===== src/rtl/store_mem_responder.sv =====
// Memory-side responder for the store reservation station: queues accepted stores in order,
// retires each one through a fixed-latency write FSM, and serves a registered load read port.
module store_mem_responder #(
    parameter int DEPTH         = 4,
    parameter int ADDR_BITS     = 8,
    parameter int WRITE_LATENCY = 2
) (
    input  logic                     clock,
    input  logic                     reset,
    input  logic                     requestEnable,
    input  logic [2:0]               requestRegister,
    input  logic [15:0]              requestAddress,
    input  logic [15:0]              R1,
    input  logic [15:0]              R2,
    input  logic [15:0]              R3,
    input  logic [15:0]              R4,
    input  logic [15:0]              R5,
    input  logic [15:0]              R6,
    input  logic [15:0]              R7,
    output logic                     requestReady,
    output logic                     storeDone,
    output logic [15:0]              storeDoneAddr,
    output logic                     overflow,
    output logic [$clog2(DEPTH):0]   queueCount,
    output logic                     busy,
    input  logic [15:0]              readAddr,
    output logic [15:0]              readData
);

    localparam int PTR_W     = $clog2(DEPTH);
    localparam int CNT_W     = PTR_W + 1;
    localparam int LAT_W     = (WRITE_LATENCY > 1) ? $clog2(WRITE_LATENCY) : 1;
    localparam int MEM_WORDS = 1 << ADDR_BITS;

    typedef enum logic [1:0] {
        ST_IDLE  = 2'd0,
        ST_WRITE = 2'd1,
        ST_DONE  = 2'd2
    } state_t;

    state_t              state_r;
    state_t              state_next_s;
    logic [15:0]         addr_q_r [DEPTH];
    logic [15:0]         data_q_r [DEPTH];
    logic [PTR_W-1:0]    wr_ptr_r;
    logic [PTR_W-1:0]    rd_ptr_r;
    logic [CNT_W-1:0]    count_r;
    logic [LAT_W-1:0]    cnt_r;
    logic [15:0]         work_addr_r;
    logic [15:0]         work_data_r;
    logic                store_done_r;
    logic [15:0]         done_addr_r;
    logic                overflow_r;
    logic [15:0]         read_data_r;
    logic [15:0]         mem_r [MEM_WORDS];

    logic                request_ready_s;
    logic                push_s;
    logic                pop_s;
    logic                write_s;
    logic [15:0]         store_data_s;
    logic                unused_read_bits_s;

    assign request_ready_s    = (count_r != CNT_W'(DEPTH));
    assign push_s             = requestEnable && request_ready_s;
    assign unused_read_bits_s = &{1'b0, readAddr};

    assign requestReady  = request_ready_s;
    assign storeDone     = store_done_r;
    assign storeDoneAddr = done_addr_r;
    assign overflow      = overflow_r;
    assign queueCount    = count_r;
    assign busy          = (state_r != ST_IDLE) || (count_r != CNT_W'(0));
    assign readData      = read_data_r;

    // Register-file snapshot for the store being accepted; R0 is hardwired zero.
    always_comb begin
        store_data_s = 16'h0000;
        case (requestRegister)
            3'd1:    store_data_s = R1;
            3'd2:    store_data_s = R2;
            3'd3:    store_data_s = R3;
            3'd4:    store_data_s = R4;
            3'd5:    store_data_s = R5;
            3'd6:    store_data_s = R6;
            3'd7:    store_data_s = R7;
            default: store_data_s = 16'h0000;
        endcase
    end

    // FSM state register.
    always_ff @(posedge clock) begin
        if (reset) begin
            state_r <= ST_IDLE;
        end else begin
            state_r <= state_next_s;
        end
    end

    // FSM next-state logic.
    always_comb begin
        state_next_s = state_r;
        case (state_r)
            ST_IDLE: begin
                if (count_r != CNT_W'(0)) begin
                    state_next_s = ST_WRITE;
                end else begin
                    state_next_s = ST_IDLE;
                end
            end
            ST_WRITE: begin
                if (cnt_r == LAT_W'(0)) begin
                    state_next_s = ST_DONE;
                end else begin
                    state_next_s = ST_WRITE;
                end
            end
            ST_DONE: state_next_s = ST_IDLE;
            default: state_next_s = ST_IDLE;
        endcase
    end

    // FSM control outputs; a write coinciding with reset is abandoned.
    always_comb begin
        pop_s   = 1'b0;
        write_s = 1'b0;
        case (state_r)
            ST_IDLE: begin
                if (count_r != CNT_W'(0)) begin
                    pop_s = 1'b1;
                end else begin
                    pop_s = 1'b0;
                end
            end
            ST_WRITE: begin
                if ((cnt_r == LAT_W'(0)) && !reset) begin
                    write_s = 1'b1;
                end else begin
                    write_s = 1'b0;
                end
            end
            ST_DONE: begin
                pop_s   = 1'b0;
                write_s = 1'b0;
            end
            default: begin
                pop_s   = 1'b0;
                write_s = 1'b0;
            end
        endcase
    end

    // In-order store queue; a full queue rejects even if the head pops this edge.
    always_ff @(posedge clock) begin
        if (reset) begin
            wr_ptr_r <= PTR_W'(0);
            rd_ptr_r <= PTR_W'(0);
            count_r  <= CNT_W'(0);
        end else begin
            if (push_s) begin
                addr_q_r[wr_ptr_r] <= requestAddress;
                data_q_r[wr_ptr_r] <= store_data_s;
                wr_ptr_r           <= wr_ptr_r + PTR_W'(1);
            end
            if (pop_s) begin
                rd_ptr_r <= rd_ptr_r + PTR_W'(1);
            end
            case ({push_s, pop_s})
                2'b10:   count_r <= count_r + CNT_W'(1);
                2'b01:   count_r <= count_r - CNT_W'(1);
                default: count_r <= count_r;
            endcase
        end
    end

    // Working registers and write-latency counter for the store in flight.
    always_ff @(posedge clock) begin
        if (reset) begin
            cnt_r       <= LAT_W'(0);
            work_addr_r <= 16'h0000;
            work_data_r <= 16'h0000;
        end else if (pop_s) begin
            cnt_r       <= LAT_W'(WRITE_LATENCY - 1);
            work_addr_r <= addr_q_r[rd_ptr_r];
            work_data_r <= data_q_r[rd_ptr_r];
        end else if ((state_r == ST_WRITE) && (cnt_r != LAT_W'(0))) begin
            cnt_r <= cnt_r - LAT_W'(1);
        end
    end

    // Completion pulse, reported address and sticky overflow flag.
    always_ff @(posedge clock) begin
        if (reset) begin
            store_done_r <= 1'b0;
            done_addr_r  <= 16'h0000;
            overflow_r   <= 1'b0;
        end else begin
            store_done_r <= write_s;
            if (write_s) begin
                done_addr_r <= work_addr_r;
            end
            if (requestEnable && !request_ready_s) begin
                overflow_r <= 1'b1;
            end
        end
    end

    // Data memory write; contents deliberately survive reset.
    always_ff @(posedge clock) begin
        if (write_s) begin
            mem_r[work_addr_r[ADDR_BITS-1:0]] <= work_data_r;
        end
    end

    // Registered load read, old data on a same-edge write to the same index.
    always_ff @(posedge clock) begin
        if (reset) begin
            read_data_r <= 16'h0000;
        end else begin
            read_data_r <= mem_r[readAddr[ADDR_BITS-1:0]];
        end
    end

endmodule


===== config.mk =====
export PLATFORM = sky130hd
export DESIGN_NAME = store_mem_responder
export DESIGN_NICKNAME = d
export VERILOG_FILES = /design/src/rtl/store_mem_responder.sv
export SDC_FILE = /design/constraint.sdc
export NUM_CORES = 2
export LEC_CHECK = 0
export ABC_CLOCK_PERIOD_IN_PS = 4100
export CAP_MARGIN = 20
export CORE_UTILIZATION = 45
export DETAILED_ROUTE_END_ITERATION = 8
export PLACE_DENSITY = 0.64
export SLEW_MARGIN = 30
export SYNTH_ARGS = -nofsm -noshare
export SYNTH_HDL_FRONTEND = slang
export SYNTH_MEMORY_MAX_BITS = 65536
export SYNTH_SLANG_ARGS = --single-unit

===== constraint.sdc =====
create_clock -name clock -period 4.1 [get_ports clock]
set_clock_uncertainty 0.15 [all_clocks]
set_input_delay 0.82 -clock clock [delete_from_list [all_inputs] [get_ports clock]]
set_output_delay 0.82 -clock clock [all_outputs]
set_load 0.05 [all_outputs]

# Word level (Yosys, flattened, before mapping)
# Memory sizes are Yosys's and may differ from the RTL's. A register that Yosys moved wholly into a read port is not among the register bits.
# Index checks and enable logic that the tools add are counted.
# word_totals
ramBits	4224
register_bits	28
in_bits	150
memories	3
# mem_list
name	words	width	rd	rd_clocked_by_memory_dff	write_ports	line	text
mem_r	256	16	1	1	1	55	logic [15:0] mem_r [MEM_WORDS];
addr_q_r	4	16	1	1	1	43	logic [15:0] addr_q_r [DEPTH];
data_q_r	4	16	1	1	1	44	logic [15:0] data_q_r [DEPTH];
# classes
n_mux	16
bitwise	1
n_eq_ne	11
n_reduce_logical	12
n_addsub	5
# ops
operator	n
$pmux W16 S7	1
$eq A3 B3 Y1 const B	4
$mux W1	12
$eq A3 B2 Y1 const B	2
$pmux W3 S2	1
$reduce_bool A2 Y1	3
$add A2 B1 Y2 const B	2
$eq A2 B1 Y1 const B	2
$logic_and A1 B1 Y1	4
$pmux W2 S2	1
$add A3 B1 Y3 const B	1
$eq A3 B1 Y1 const B	1
$ne A3 B3 Y1 const B	1
$reduce_bool A3 Y1	1
$sub A3 B1 Y3 const B	1
$eq A2 B2 Y1 const B	1
$logic_not A1 Y1	2
$logic_not A2 Y1	1
$mux W2	1
$logic_or A1 B1 Y1	1
$not A1 Y1	1
$sub A1 B1 Y1 const B	1

# Logic depth before layout (Yosys ltp)
# logic_depth
word_depth	6
mapped_depth	12
depth_no_buf	9

# Worst setup path before layout
# No wires, ideal clock.
# synth_path
path_type	reg2reg
startpoint	reg work_data_r[0], read port of data_q_r
endpoint	mem mem_r[0][0] (data pin)
path_slack_ps	-303
path_buffers	0
arrival_time_ps	3397
t_required_ps	3094
setup_ps	856
stages_incl_launch_ff	1
path_cell_list	dfxtp_1
# synth_lines
item	line	text
start, declared	50	logic [15:0] work_data_r;
end, declared	55	
# Straight into the memory's write port.

# Worst setup path in the final report
# layout_path
startpoint	reg read_data_r[14] (netlist: readData[14]), read port of mem_r
endpoint	out readData[14]
# layout_lines
item	line	text
start, declared	54	logic [15:0] read_data_r;
end, declared	27	output logic [15:0] readData
# No word-level cell between the ends.

==> impl_metrics.tcl <==
set metrics [dict create \
    grt_pass1_vias 84300 \
    rsz0062_at_grt "no" \
    final_layout_size_suffix_gt1_frac 0.249 \
    cts_resized 0 \
    viasPerCell 5.95 \
    ios 189 \
    design_area_um2 193000 \
    die_area_um2 373000 \
    num_rows 223 \
    place_inst 13200 \
    cts_buffers 427 \
    port_buffers 180 \
    fp.coreArea_um2 369000 \
    place_congestion 0.868 \
    clk_latency_ps 990 \
    fill_cells 28300 \
    slew_viol_final 0 \
    yosys_warnings 0 \
    synth.avg_cell_area_um2 21.4 \
    setup_tns_ps 0 \
    slew-limit-headroom 0.215 \
    period_minus_slack_ps 3540 \
    synth_edf_count 4224 \
    hpwl_mm 266 \
    clock_path_buffers 4 \
    run_status "complete, no violations" \
    drc 0 \
    synth_area_um2 167000 \
    finalNetCount 8853 \
    yosysTopAreaCell "edfxtp_1" \
    post_cts_buffers 0 \
    grt_pass1_wl_mm 611 \
    cts-hold-fix-buffers 0 \
    slowest_stage "clkdlybuf4s50_1" \
    path_delay_family "buffers and inverters" \
    ir_worst_vdd_uv 472 \
    ys_seq_area_frac 0.769 \
    crit_required_ps 3130 \
    slowest_delay_ps 920 \
    fp.dieH_um 611 \
    netlist_instances 7803 \
    grt-ovfl-total 0 \
    synth.distinct_cells 78 \
    cp-end-kind "output port" \
    fmax_mhz 283 \
    fin_crit_sh 0.863 \
    firstDrtPassIters 6 \
    synth_common_cells "4224 x edfxtp_1, 773 x mux4_2, 476 x mux2i_1" \
    antenna_left 0 \
    clockRootBuffer "clkbuf_16" \
    final.setup.worst_slack_ps 561 \
    powerDensity_nw_per_um2 542 \
    cts_sinks 4300 \
    cts_tree "built" \
    synthesis.nets 7959 \
    grt_start_max_net_pins 181 \
    reg2reg_setup_slack_ps 780 \
    path_cells "clkdlybuf4s50_1" \
    crit_type "reg2out" \
    crit_arrival_ps 2570 \
    async_reset_ff_frac 0 \
    drt-wirelength-per-cell_um 30.6 \
    crit_buf_inv 1 \
    start_kind "flop" \
    ys.flop_type "edfxtp_1" \
    synthTopCellsByArea "edfxtp_1 76%, mux4_2 10%, mux2i_1 2.9%" \
    worst_pin_slew_ps 1180 \
    yosys.area.top_type_share 0.760 \
    post-route-util 0.522 \
    hold_path_class "in2reg" \
    hold_viol 0 \
    vias 83400 \
    leakagePower_uw 0.0627 \
    placed_cell_area_um2 179000 \
    syn2layout_area_growth_pct 15.5 \
    path_clk_slew_ps 60 \
    stdcell_count 14000 \
    drtIter0Drc 9417 \
    crit_fanout 1 \
    finalSetupViolCount 0 \
    ys_seq_elements 4300 \
    synth.most_common_cell "edfxtp_1" \
    start_util 0.452 \
    track_usage 0.227 \
    h-tree-depth 5 \
    pre_cts_ws_ps -244 \
    chipWidth_um 611 \
    drt-total-wl_mm 429 \
    maxCapViolCount 0 \
    antenna_found_initial 19 \
]
## sequential cells by signal, summed over array words and instances, names as in the netlist, 3 cells and up
register	cells
addr_q_r	64
data_q_r	64
mem_r	4096
queueCount	3
readData	16
storeDoneAddr	16
work_addr_r	16
work_data_r	16
## metal layers
metal,global-route usage,share of wire
met5,0,0.00012
met4,0.0750,0.033
met3,0.0396,0.082
met2,0.374,0.49
met1,0.309,0.39
## cell usage in the layout (no fill, tap or decap), types with 174 or more instances in the layout
master           instances
o221ai_1               201
buf_4                  644
clkdlybuf4s50_1        174
edfxtp_1              4224
mux2i_1                476
nand2_1                224
clkbuf_16              434
nor2_1                 283
a21oi_1                178
mux4_2                 773
## power by group
part / switching (uW) / internal [uW] / total [uW] / leakage [uW]
combinational: 7900 / 2800 / 10700 / 0.0164
sequential: 1240 / 53200 / 54400 / 0.0395
clock: 16600 / 22700 / 39300 / 0.00683
total: 25800 / 78700 / 104000 / 0.0627
## kinds of logic (layout without fill, tap and decap cells)
kind of cell,after synthesis,after routing,share of synthesized area
AO/OA/AOI/OAI,853,853,0.0349
XOR/XNOR,5,5,0.000262
flip-flops,4300,4300,0.769
adder cells (fa/ha/maj),6,6,0.000495
AND/OR/NAND/NOR,762,762,0.0198
multiplexers,1394,1394,0.154
other,0,10,0
buffers and inverters,483,1739,0.0214
## worst min-delay path: cells and delay by family
family                 cells  cell delay (ps)
buffers and inverters      2              400
AO/OA/AOI/OAI              1               60
## area by class of cell
type | count | area, um^2 | area share
flip-flops and latches | 4300 | 128000 | 0.666
multi-input cells | 3020 | 35200 | 0.182
clock buffers | 524 | 11200 | 0.0583
repair buffers | 934 | 8900 | 0.0461
well taps | 4950 | 6190 | 0.0321
clock inverters | 267 | 2800 | 0.0145
inverters | 14 | 60.1 | 0.000312
diodes | 10 | 25.0 | 0.000130
## per-stage QoR
stage / power (uW) / hold WS [ps]
2_1_floorplan: 60500 / 275
6_report: 104000 / 234
4_1_cts: 105000 / 162
3_5_place_dp: 66000 / 297
3_3_place_gp: 65400 / 294
5_1_grt: 107000 / 245
## final timing paths
kind | startpoint | end | cells past startpoint
max | readData[14]$_SDFF_PP0_ | readData[14] | 1
min | reset | cnt_r$_SDFFE_PP0P_ | 3
max reg2reg | state_r[1]$_SDFF_PP0_ | mem_r[60][6]$_DFFE_PP_ | 7
min reg2reg | work_addr_r[8]$_SDFFE_PP0P_ | work_addr_r[8]$_SDFFE_PP0P_ | 2
No activity file was read; power rests on OpenSTA's default activity.
